`config.mk`:
```
export PLATFORM = sky130hd
export DESIGN_NAME = dmem_arbiter
export DESIGN_NICKNAME = d
export VERILOG_FILES = /design/src/rtl/dmem_arb_pkg.sv /design/src/rtl/arb_sat_counter.sv /design/src/rtl/dmem_arbiter.sv
export SDC_FILE = /design/constraint.sdc
export NUM_CORES = 1
export LEC_CHECK = 0
export ABC_AREA = 1
export CAP_MARGIN = 15
export CORE_AREA = 2 2 117 119
export CTS_CLUSTER_DIAMETER = 150
export DETAILED_ROUTE_END_ITERATION = 8
export DIE_AREA = 0 0 119 121
export GPL_TIMING_DRIVEN = 0
export PLACE_DENSITY_LB_ADDON = 0.08
export SYNTH_ARGS = -nofsm -noshare
export SYNTH_HDL_FRONTEND = slang
export SYNTH_HIERARCHICAL = 1
export SYNTH_SLANG_ARGS = --single-unit
```
`constraint.sdc`:
```
create_clock -name clk -period 4.1 [get_ports clk]
set_input_delay 0.82 -clock clk [delete_from_list [all_inputs] [get_ports clk]]
set_output_delay 0.82 -clock clk [all_outputs]
set_load 0.1 [all_outputs]
```
`src/rtl/dmem_arb_pkg.sv`:
```
// dmem_arb_pkg: shared types and constants for the data-memory arbiter.
// Latency: n/a (declarations only).
// Backpressure: n/a.
// Contents: ownership state enum, counter width, default parameter set.
package dmem_arb_pkg;

  localparam int CNT_W = 8;

  localparam int DEF_ADDR_W     = 32;
  localparam int DEF_DATA_W     = 32;
  localparam int DEF_STARVE_MAX = 8;
  localparam int DEF_BURST_MAX  = 4;

  typedef enum logic {
    CPU_OWN = 1'b0,
    AUX_OWN = 1'b1
  } arb_state_t;

endpackage

```
`src/rtl/arb_sat_counter.sv`:
```
// arb_sat_counter: 8-bit saturating counter with synchronous clear and limit compare.
// Latency: count updates on the clock edge; hit is combinational from the count.
// Backpressure: none; inc at the all-ones value is ignored (saturates, never wraps).
// Ports: clk, reset (async active-low), clr (wins over inc), inc, limit, hit (cnt == limit).
module arb_sat_counter
  import dmem_arb_pkg::*;
(
  input  logic             clk,
  input  logic             reset,
  input  logic             clr,
  input  logic             inc,
  input  logic [CNT_W-1:0] limit,
  output logic             hit
);

  logic [CNT_W-1:0] cnt;

  always_ff @(posedge clk or negedge reset) begin
    if (!reset) begin
      cnt <= '0;
    end else if (clr) begin
      cnt <= '0;
    end else if (inc && (cnt != '1)) begin
      cnt <= cnt + 1'b1;
    end
  end

  assign hit = (cnt == limit);

endmodule

```
`src/rtl/dmem_arbiter.sv`:
```
// dmem_arbiter: shares the single-port data memory between the CPU (fixed priority) and an aux master.
// Latency: CPU and aux grant paths are combinational; aux read data is registered, valid one cycle after grant.
// Backpressure: aux holds its request until aux_gnt; a starved aux forces a bounded CPU stall burst.
// Ports: clk, reset (async active-low); cpu_* data port with cpu_stall; aux_* request/grant/read-return;
// mem_* to the memory (sync write, async read). Optional macro ARB_STATS_EN adds
// stat_stall_cycles and stat_aux_xfers (free-running, wrapping, cleared on reset).
module dmem_arbiter
  import dmem_arb_pkg::*;
#(
  parameter int ADDR_W     = DEF_ADDR_W,
  parameter int DATA_W     = DEF_DATA_W,
  parameter int STARVE_MAX = DEF_STARVE_MAX,
  parameter int BURST_MAX  = DEF_BURST_MAX
) (
  input  logic              clk,
  input  logic              reset,
  input  logic              cpu_req,
  input  logic              cpu_we,
  input  logic [ADDR_W-1:0] cpu_addr,
  input  logic [DATA_W-1:0] cpu_wdata,
  output logic [DATA_W-1:0] cpu_rdata,
  output logic              cpu_stall,
  input  logic              aux_req,
  input  logic              aux_we,
  input  logic [ADDR_W-1:0] aux_addr,
  input  logic [DATA_W-1:0] aux_wdata,
  output logic              aux_gnt,
  output logic              aux_rvalid,
  output logic [DATA_W-1:0] aux_rdata,
  output logic              mem_we,
  output logic [ADDR_W-1:0] mem_addr,
  output logic [DATA_W-1:0] mem_wdata,
  input  logic [DATA_W-1:0] mem_rdata
`ifdef ARB_STATS_EN
  ,
  output logic [31:0]       stat_stall_cycles,
  output logic [31:0]       stat_aux_xfers
`endif
);

  localparam logic [CNT_W-1:0] STARVE_LIM = CNT_W'(STARVE_MAX - 1);
  localparam logic [CNT_W-1:0] BURST_LIM  = CNT_W'(BURST_MAX - 1);

  arb_state_t state_q, state_d;
  logic       aux_sel;
  logic       starve_clr, starve_inc, starve_hit;
  logic       burst_clr, burst_inc, burst_hit;

  always_ff @(posedge clk or negedge reset) begin
    if (!reset) state_q <= CPU_OWN;
    else        state_q <= state_d;
  end

  always_comb begin
    state_d    = state_q;
    cpu_stall  = 1'b0;
    aux_gnt    = 1'b0;
    aux_sel    = 1'b0;
    starve_clr = 1'b0;
    starve_inc = 1'b0;
    burst_clr  = 1'b0;
    burst_inc  = 1'b0;
    case (state_q)
      CPU_OWN: begin
        if (cpu_req) begin
          if (aux_req) begin
            starve_inc = 1'b1;
            if (starve_hit) begin
              state_d   = AUX_OWN;
              burst_clr = 1'b1;
            end
          end
        end else if (aux_req) begin
          aux_sel    = 1'b1;
          aux_gnt    = 1'b1;
          starve_clr = 1'b1;
        end
        // The starve count is only non-zero while aux has an ungranted request
        // outstanding, so aux_req low here means it was withdrawn: restart the count.
        if (!aux_req) starve_clr = 1'b1;
      end
      AUX_OWN: begin
        cpu_stall  = 1'b1;
        aux_sel    = 1'b1;
        aux_gnt    = aux_req;
        burst_inc  = aux_req;
        // Starve count is not consulted while aux owns the port; holding it
        // clear guarantees it is zero on the way out.
        starve_clr = 1'b1;
        if (!aux_req || burst_hit) state_d = CPU_OWN;
      end
    endcase
  end

  arb_sat_counter u_starve_cnt (
    .clk   (clk),
    .reset (reset),
    .clr   (starve_clr),
    .inc   (starve_inc),
    .limit (STARVE_LIM),
    .hit   (starve_hit)
  );

  arb_sat_counter u_burst_cnt (
    .clk   (clk),
    .reset (reset),
    .clr   (burst_clr),
    .inc   (burst_inc),
    .limit (BURST_LIM),
    .hit   (burst_hit)
  );

  // Only the selected master's write enable reaches memory, and aux only on a grant.
  assign mem_addr  = aux_sel ? aux_addr  : cpu_addr;
  assign mem_wdata = aux_sel ? aux_wdata : cpu_wdata;
  assign mem_we    = aux_sel ? (aux_we & aux_gnt) : (cpu_req & cpu_we);
  assign cpu_rdata = mem_rdata;

  always_ff @(posedge clk or negedge reset) begin
    if (!reset) begin
      aux_rvalid <= 1'b0;
      aux_rdata  <= '0;
    end else begin
      aux_rvalid <= aux_gnt & ~aux_we;
      if (aux_gnt && !aux_we) aux_rdata <= mem_rdata;
    end
  end

`ifdef ARB_STATS_EN
  always_ff @(posedge clk or negedge reset) begin
    if (!reset) begin
      stat_stall_cycles <= '0;
      stat_aux_xfers    <= '0;
    end else begin
      if (cpu_stall) stat_stall_cycles <= stat_stall_cycles + 32'd1;
      if (aux_gnt)   stat_aux_xfers    <= stat_aux_xfers + 32'd1;
    end
  end
`endif

endmodule
```
==> load_flow_metrics.sql <==
INSERT INTO impl_metrics (metric_group, metric, value, unit) VALUES
('drt', 'remaining_drc_errors', '0', ''),
('timing', 'post-route-min-period', '3.96', 'ns'),
('finish', 'commonest_non_fill_non_tap_cell_in_the_layout', 'sky130_fd_sc_hd__nand2_1', ''),
('synth', 'ys_ff_latch', '50', ''),
('floorplanning', 'placementRows', '42', ''),
('drt', 'routedWlPerCell', '16.0', 'µm'),
('synth', 'yosys.cell_types.count', '24', ''),
('floorplanning', 'die_h', '121', 'µm'),
('synth', 'synthTopCellsByArea', 'sky130_fd_sc_hd__dfrtp_1 33%, sky130_fd_sc_hd__nand2_1 24%, sky130_fd_sc_hd__nand3_1 11%', ''),
('finish', 'design.final.nets', '1062', ''),
('timing', 'grt_setup_unrepaired', 'false', ''),
('global_routing', 'grt_max_degree', '32', ''),
('timing', 'final-max-slew-violation-count', '0', ''),
('power', 'power.leakage', '0.00395', 'µW'),
('synth', 'combinational_family_with_the_most_area_after_synthesis', 'simple AND/OR/NAND/NOR gates', ''),
('drt', 'avgViaCountPerCell', '4.56', ''),
('critical_path', 'regToRegStartpoint', 'state_q', ''),
('place', 'gp_congestion', '0.922', ''),
('floorplanning', 'die_w', '119', 'µm'),
('global_routing', 'grt_total_ovfl', '0', ''),
('synth', 'yosysSeqAreaShare', '0.331', ''),
('floorplanning', 'coreArea', '0.0131', 'mm²'),
('drt', 'routed-via-count', '4881', ''),
('synth', 'syn_area', '0.00378', 'mm²'),
('clock_tree', 'clock_tree.buffer_depth', '2', ''),
('timing', 'final_hold_viol_count', '0', ''),
('timing', 'worst_hold_slack', '0.471', 'ns'),
('critical_path', 'cp.arrival', '3.14', 'ns'),
('synth', 'synth.top_cell.area_share', '0.331', ''),
('critical_path', 'cp_max_fanout', '10', ''),
('global_routing', 'number_of_antenna_violations_at_the_first_check_in_global_routing', '1', ''),
('synth', 'synth_area_leader_cell', 'sky130_fd_sc_hd__dfrtp_1', ''),
('synth', 'synth.yosys.warnings', '6', ''),
('finish', 'area_growth_syn_to_layout', '93.9', '%'),
('global_routing', 'grt_pass1_wl', '25.9', 'mm'),
('synth', 'gate_count_after_technology_mapping', '575', ''),
('power', 'power_per_cell_area', '354', 'mW/mm²'),
('global_routing', 'grt_use_total', '0.229', ''),
('synth', 'synth-adder-area-share', '0.00662', ''),
('clock_tree', 'clk-insertion-delay-late', '0.29', 'ns'),
('floorplanning', 'initial_utilization', '0.289', ''),
('synth', 'synth_compound_area_frac', '0.0225', ''),
('clock_tree', 'cts_tree', 'yes', ''),
('critical_path', 'critical_path_end_type', 'output pin', ''),
('floorplanning', 'area_of_the_die', '0.0144', 'mm²'),
('finish', 'fraction_of_layout_cells_with_a_size_suffix_above_1', '0.0994', ''),
('finish', 'final.fill_count', '1298', ''),
('critical_path', 'worstPathRequired', '3.28', 'ns'),
('synth', 'syn_area_per_cell', '6.57', 'µm²'),
('clock_tree', 'numCtsBuffers', '5', ''),
('synth', 'post_synth_mux_area_share', '0', ''),
('finish', 'final_util', '0.560', ''),
('drt', 'ant_nets', '0', ''),
('timing', 'timing.final.crit_share', '0.967', ''),
('place', 'buffer_ports.inserted', '297', ''),
('finish', 'mostFrequentLayoutCells', '245 x sky130_fd_sc_hd__nand2_1, 235 x sky130_fd_sc_hd__clkdlybuf4s50_1, 81 x sky130_fd_sc_hd__nand3_1', ''),
('min_path', 'hold_path.startpoint', 'aux_rdata[20]', ''),
('min_path', 'min_path_type', 'reg -> reg', ''),
('place', 'hpwl', '13.9', 'mm'),
('clock_tree', 'ctsHtreeMaxLevel', '2', ''),
('drt', 'routed_wl', '17.2', 'mm'),
('critical_path', 'critical_path.startpoint', 'cpu_req', ''),
('synth', 'yosys.area_share.xor_xnor', '0.0371', ''),
('global_routing', 'via_count_of_the_first_global_routing_pass', '4740', ''),
('clock_tree', 'cts.clk_slew.worst_paths', '0.07', 'ns'),
('flow_run', 'max-cap-violations', '0', ''),
('critical_path', 'critPathLaunchType', 'input port', ''),
('clock_tree', 'post-cts-setup-buffers', '0', ''),
('floorplanning', 'ioPinCount', '298', ''),
('clock_tree', 'tritoncts_num_sinks', '50', ''),
('timing', 'max_slew.worst_pin.slew', '1.09', 'ns'),
('finish', 'antenna_cells', '0', ''),
('synth', 'synthSimpleGateAreaFrac', '0.457', ''),
('timing', 'timing.clock.skew', '0.00571', 'ns'),
('power', 'vdd_ir_drop_max', '175', 'µV'),
('clock_tree', 'cts-root-buf', 'sky130_fd_sc_hd__clkbuf_16', ''),
('drt', 'firstDrtPassIters', '5', ''),
('drt', 'initialDrtViolationCount', '297', ''),
('critical_path', 'crit_type', 'in -> out', ''),
('timing', 'report.final.setup_viol', '0', ''),
('timing', 'clock.fmax', '252', 'MHz'),
('timing', 'slew_headroom', '0.270', ''),
('run_status', 'result_of_the_run', 'finished, final reports clean', '');
## path summary, 6_finish.rpt
path | endpoint | slack [ns] | cells past startpoint
max | mem_wdata[31] | 0.14 | 7
min | aux_rdata[20] | 0.47 | 2
max reg2reg | u_starve_cnt/cnt[7] | 2.34 | 8
min reg2reg | aux_rdata[20] | 0.47 | 2
max in group asynchronous | aux_rdata[15] | 3.07 | 2
min in group asynchronous | u_burst_cnt/cnt[1] | 0.49 | 1
## synthesized netlist by cell type
cell                         n
sky130_fd_sc_hd__xnor2_1    16
sky130_fd_sc_hd__nor2_2      4
sky130_fd_sc_hd__clkinv_4    2
sky130_fd_sc_hd__nor3_1      4
sky130_fd_sc_hd__ha_1        2
sky130_fd_sc_hd__clkbuf_1    3
sky130_fd_sc_hd__o21bai_1    2
sky130_fd_sc_hd__o21ai_0     2
sky130_fd_sc_hd__nor2_1     13
sky130_fd_sc_hd__inv_2       1
sky130_fd_sc_hd__nand3_1    81
sky130_fd_sc_hd__nand2_1   245
sky130_fd_sc_hd__nand3_2     1
sky130_fd_sc_hd__nand2_2     8
sky130_fd_sc_hd__buf_2      23
sky130_fd_sc_hd__o21ai_1     2
sky130_fd_sc_hd__nand2_4     2
sky130_fd_sc_hd__a21oi_1    10
sky130_fd_sc_hd__nand4_1    36
sky130_fd_sc_hd__conb_1      2
sky130_fd_sc_hd__inv_1      26
sky130_fd_sc_hd__dfrtp_1    50
sky130_fd_sc_hd__buf_4      39
sky130_fd_sc_hd__clkinv_1    1
## state kept, by name, indices dropped and copies added (netlist names)
signal and cells:
u_starve_cnt/cnt 8, aux_rdata 32, state_q 1, u_burst_cnt/cnt 8
aux_rvalid 1
## report_power, final
group	switching [µW]	internal (µW)
Clock	184	288
Sequential	30.2	547
Combinational	1130	413
Total	1340	1250
## metal layers
| layer | track usage | part of all wire | vias up |
|---|---|---|---|
| met5 | 0 | 0.00070 | - |
| met4 | 0.0446 | 0.011 | 2 |
| met3 | 0.0573 | 0.070 | 13 |
| met2 | 0.412 | 0.51 | 164 |
| met1 | 0.276 | 0.41 | 2265 |
| li1 | - | - | 2437 |
## final cells by class
class                      instances  area (µm²)  share of cell area
tap                              176         220              0.0301
timing repair buffer             298        3110               0.424
sequential                        50        1250               0.171
inverter                          30         123              0.0167
buffer                            65         419              0.0572
clock buffer                       6         129              0.0176
multi-input combinational        444        2040               0.278
clock inverter                     2        37.5             0.00513
## through the flow
| step | area (µm²) | worst slack [ns] | total power (µW) | setup TNS (ns) | std cells |
|---|---|---|---|---|---|
| final | 7320 | 0.137 | 2590 | 0 | 1071 |
| after global routing | 7320 | 0.0571 | 2680 | 0 | 1071 |
| after CTS | 7190 | 0.00160 | 2620 | 0 | 1071 |
| after detailed placement | 7040 | -0.0626 | 2140 | -0.205 | 1063 |
| after global placement | 7020 | -0.0234 | 2130 | -0.0450 | 1062 |
| after floorplan | 3830 | 0.657 | 1660 | 0 | 589 |
## repair_timing
action                                  4_1_cts  5_1_grt
endpoints found under the setup margin        9       52
gates resized for setup                       9       52
hold buffers                                  0        0
pin swaps                                     0        0
hold endpoints to repair                      0        0
gates cloned                                  0        0
## critical path, cell delays in order
cell                              delay (ns)
sky130_fd_sc_hd__clkdlybuf4s50_1        0.51
sky130_fd_sc_hd__inv_1                  0.06
sky130_fd_sc_hd__nand2_1                0.16
sky130_fd_sc_hd__buf_4                  0.22
sky130_fd_sc_hd__nand3_1                0.08
sky130_fd_sc_hd__nand2_1                0.11
sky130_fd_sc_hd__clkdlybuf4s50_1        1.17
## cell families after synthesis
kind of cell             after synthesis
AO/OA/AOI/OAI                         16
flip-flops                            50
buffers and inverters                 95
other                                  2
AND/OR/NAND/NOR                      394
adder cells (fa/ha/maj)                2
XOR/XNOR                              16
(Power assumes the default switching activity.)
